File: config.mk
export PLATFORM = sky130hd
export DESIGN_NAME = instruction_fetch
export DESIGN_NICKNAME = d
export VERILOG_FILES = /design/src/rtl/instruction_fetch.sv
export SDC_FILE = /design/constraint.sdc
export NUM_CORES = 1
export LEC_CHECK = 0
export CAP_MARGIN = 20
export CORE_MARGIN = 8
export CORE_UTILIZATION = 42
export DETAILED_ROUTE_END_ITERATION = 16
export PLACE_DENSITY = 0.86
export SLEW_MARGIN = 20
export SYNTH_ARGS = -nofsm -noshare
export SYNTH_HDL_FRONTEND = slang
export SYNTH_SLANG_ARGS = --single-unit
File: constraint.sdc
create_clock -name clock -period 5.5 [get_ports clock]
set_clock_uncertainty 0.05 [all_clocks]
set_input_delay 1.65 -clock clock [delete_from_list [all_inputs] [get_ports clock]]
set_output_delay 1.65 -clock clock [all_outputs]
set_load 0.005 [all_outputs]
File: src/rtl/instruction_fetch.sv
// Instruction fetch stage: issues single-outstanding word reads to instruction
// memory, queues returned words with their addresses for decode, and computes
// the next PC value that the PC register loads every clock.
//
// state  | meaning
// -------+---------------------------------------------------
// S_IDLE | no memory request outstanding
// S_WAIT | request outstanding, response will be queued
// S_KILL | request outstanding, response will be dropped
module instruction_fetch #(
   parameter int DEPTH = 2
) (
   input  logic        clock,
   input  logic        reset,
   input  logic [31:0] pc_current,
   output logic [31:0] pc_next,
   input  logic        redirect,
   input  logic [31:0] redirect_target,
   output logic        imem_req,
   output logic [31:0] imem_addr,
   input  logic        imem_ack,
   input  logic [31:0] imem_rdata,
   output logic        ins_valid,
   input  logic        ins_ready,
   output logic [31:0] ins_word,
   output logic [31:0] ins_pc
);

   localparam int PW = (DEPTH > 1) ? $clog2(DEPTH) : 1;
   localparam int CW = PW + 1;

   typedef enum logic [1:0] {
      S_IDLE,
      S_WAIT,
      S_KILL
   } state_t;

   state_t        state;
   logic [31:0]   q_word [DEPTH];
   logic [31:0]   q_pc   [DEPTH];
   logic [PW-1:0] head;
   logic [PW-1:0] tail;
   logic [CW-1:0] count;
   logic [CW-1:0] count_n;
   logic          push;
   logic          pop;
   logic          issue;

   assign ins_valid = (count != '0);
   assign ins_word  = q_word[head];
   assign ins_pc    = q_pc[head];

   // Handshake decode; a new issue must leave room for its own response.
   always_comb begin
      push    = (state == S_WAIT) && imem_ack && !redirect;
      pop     = ins_valid && ins_ready;
      count_n = count + CW'(push) - CW'(pop);
      issue   = ((state == S_IDLE) || ((state == S_WAIT) && imem_ack))
                && !redirect && (count_n < CW'(DEPTH));
   end

   // Next PC: redirect wins, otherwise advance only when a fetch is issued.
   always_comb begin
      pc_next = pc_current;
      if (reset) begin
         pc_next = 32'd0;
      end else if (redirect) begin
         pc_next = redirect_target;
      end else if (issue) begin
         pc_next = pc_current + 32'd4;
      end
   end

   // Request FSM with registered bus outputs; address is held while a request is open.
   always_ff @(posedge clock) begin
      if (reset) begin
         state     <= S_IDLE;
         imem_req  <= 1'b0;
         imem_addr <= 32'd0;
      end else if (issue) begin
         state     <= S_WAIT;
         imem_req  <= 1'b1;
         imem_addr <= pc_current;
      end else begin
         case (state)
            S_IDLE: begin
               imem_req <= 1'b0;
            end
            S_WAIT: begin
               if (imem_ack) begin
                  state    <= S_IDLE;
                  imem_req <= 1'b0;
               end else if (redirect) begin
                  state <= S_KILL;
               end
            end
            S_KILL: begin
               if (imem_ack) begin
                  state    <= S_IDLE;
                  imem_req <= 1'b0;
               end
            end
            default: begin
               state    <= S_IDLE;
               imem_req <= 1'b0;
            end
         endcase
      end
   end

   // Queue pointers and occupancy; a redirect empties the queue outright.
   always_ff @(posedge clock) begin
      if (reset || redirect) begin
         head  <= '0;
         tail  <= '0;
         count <= '0;
      end else begin
         if (push) begin
            tail <= tail + PW'(1);
         end
         if (pop) begin
            head <= head + PW'(1);
         end
         count <= count_n;
      end
   end

   // Queue storage, written at the tail with the address the word was fetched from.
   always_ff @(posedge clock) begin
      if (push) begin
         q_word[tail] <= imem_rdata;
         q_pc[tail]   <= imem_addr;
      end
   end

endmodule

==> out/metrics.cfg <==
[detailed_routing]
wl_per_cell_um = 20.97
via_per_inst = 5.346
route.detailed.drc = 0
dr_total_vias = 5875
dr.pass1.iters = 5
drt_iter0_markers = 264
drt-total-wl_mm = 23.04
ant_nets = 0

[sta]
fin_ws_ns = -0.3787
hold_ws_ns = 0.4378
fmax_mhz = 170.1
relSlewSlack_pct = 36.88
post-route-min-period_ns = 5.879
rsz0062_at_grt = yes
worst_slew_pin_slew_ns = 0.9468
hold_viol_final = 0
finalSetupViolCount = 17
slew_violations = 0
tns_ns = -3.552
finalCritPeriodShare_pct = 106.9

[logic_synthesis]
yosysUniqueCellTypes = 49
avgSynthCellArea_um2 = 13.37
async_reset_ff_share_pct = 0
netlist_area_um2 = 7407
yosys_warnings = 0
synthFlopType = edfxtp_1
synth_seq_area_share_pct = 62.70
syn_inst = 554
synth.ff_latch_count = 168
synth_nets = 661
synth-edff-count = 128

[clock_tree]
tritoncts = yes
cts_buffers = 17
clkLatencyLatePin_ns = 0.43
htree_levels = 4
clk_pin_slew_worst_paths_ns = 0.07
clock-root-buffer = clkbuf_16
clockBufferDepth = 2
postCtsHoldBufs = 0
cts_sinks = 168

[power]
pwr-share-comb_pct = 13.5
p_leak_nw = 4.150
power_density_nw_per_um2 = 262.0
power_frac_seq_pct = 47.8
p_int_mw = 2.261
p_sw_mw = 0.7186
ir_drop_mv = 0.2028
swShare_pct = 24.11
p_clk_share_pct = 38.7
total_power_mw = 2.980

[grt]
use_met3_pct = 6.705
grt_use_met1_pct = 24.54
gr-total-overflow = 0
met2_usage_pct = 33.20
grt_use_total_pct = 20.35
grt_pass1_wl_mm = 34.44
antenna_found_initial = 1
gr-max-usage-layer = met2
grt_max_degree = 65
grt_pass1_vias = 6074

[worst_setup_path]
cp_max_fo = 5
start_kind = input pin
critical_path_class = input pin to output port
critical_path.cell_chain = buf_6, nor2b_4, nand2_2, ha_4, inv_2, ha_4, xor3_2, or3_4, buf_6, or4_4, a311oi_2, buf_2
worst_path_max_delay_cell = or4_4
rrSetupSlack_ns = 2.55
end_kind = output port
worstPathRequired_ns = 3.80
cp_slowest_stage_delay_ns = 0.52
arrival_ns = 4.18

[worst_hold_path]
hold_path.class = flip-flop to flip-flop

[die]
fp.dieW_um = 148.8
initial_core_util_pct = 42.82
fp.dieArea_um2 = 22140
die_h_um = 148.8
io_pins = 231
num_rows = 48
fp.coreArea_um2 = 17300

[cells_and_area]
nets = 967
fillers = 1252
drive_gt1_share_pct = 31.39
layout_commonest_cell = clkdlybuf4s50_1
multiInputGateArea_um2 = 2873
seq_area_um2 = 4648
areaGrowthSynthToFinish_pct = 53.58
most-common-layout-cells = clkdlybuf4s50_1, edfxtp_1, buf_4

[outcome]
status = finished, violations left
violations = setup timing

[place]
port_buffers = 230
dp_slack_ns = -1.068
hpwlAfterDp_mm = 15.94
place_congestion = 0.8836

[flow_run]
maxCapViolCount = 0

## worst paths after layout
check                             startpoint       endpoint  depth (start not counted)
worst max-delay path                redirect    pc_next[13]                         12
worst min register to register  imem_addr[2]     q_pc[0][2]                          0
worst max register to register      state[1]  imem_addr[26]                         14
worst min-delay path            imem_addr[2]     q_pc[0][2]                          0
## final cells by class
cell class,instances,area share (%)
flip-flops and latches,168,40.86
repair buffers,323,25.96
multi-input cells,336,25.25
clock buffers,18,3.773
well taps,225,2.475
clock inverters,14,1.199
inverters,14,0.4619
diodes,1,0.02200
## logic make-up after synthesis
group	after synthesis	share of synthesized area, %
AO/OA/AOI/OAI	63	6.503
adder cells (fa/ha/maj)	6	1.013
XOR/XNOR	10	1.402
buffers and inverters	50	2.703
multiplexers	98	14.32
flip-flops	168	62.70
AND/OR/NAND/NOR	159	11.35
## Yosys cell counts (all sizes together), types with 9 or more instances
cell type  number  area share (%)
a211oi          9            0.91
a311oi         15             1.8
buf            10            0.68
clkbuf         26             1.3
dfxtp          40              11
edfxtp        128              52
inv            13            0.66
mux2           64             9.7
mux2i          34             4.6
nand2          15            0.76
nand3           9            0.61
nand4          10            0.93
nor2           59             3.0
nor3           13            0.88
o31ai          10             1.0
or4            13             1.3
## worst max-delay path, delay by kind of cell
kind                     cells  cell delay, ns
AND/OR/NAND/NOR              4            1.16
buffers and inverters        4            0.47
adder cells (fa/ha/maj)      2            0.41
AO/OA/AOI/OAI                1            0.27
XOR/XNOR                     1            0.24
## state kept, by name (all words and copies together) (netlist names), named ones only
name	cells
q_pc	64
q_word	64
imem_addr	32
count	2
state	2
head	1
imem_req	1
tail	1
## power by group through the flow
stage | sequential [mW] | combinational, mW | clock (mW)
finish | 1.43 | 0.403 | 1.15
global route | 1.43 | 0.431 | 1.23
CTS | 1.43 | 0.397 | 1.18
detailed placement | 1.45 | 0.392 | 0
global placement | 1.45 | 0.385 | 0
floorplan | 1.45 | 0.136 | 0
## repair_timing
item | in CTS | in global routing
endpoints found under the setup margin | 30 | 29
setup buffers | 16 | 1
pin swaps | 29 | 11
resized for setup | 160 | 20
## layer usage
layer / up-vias / wire length (µm)
li1: 2750 / -
met1: 2851 / 9683
met2: 237 / 10970
met3: 37 / 1855
met4: 0 / 531
met5: - / 0
## metrics by stage
| step | cell area, µm² | instances | util [%] |
|---|---|---|---|
| 6_report | 11380 | 1099 | 65.77 |
| 5_1_grt | 11380 | 1099 | 65.77 |
| 4_1_cts | 11280 | 1097 | 65.24 |
| 3_5_place_dp | 10490 | 1049 | 60.67 |
| 3_3_place_gp | 10490 | 1049 | 60.67 |
| 2_1_floorplan | 7451 | 554 | - |
Note: power is estimated with default switching activity, not from simulation.
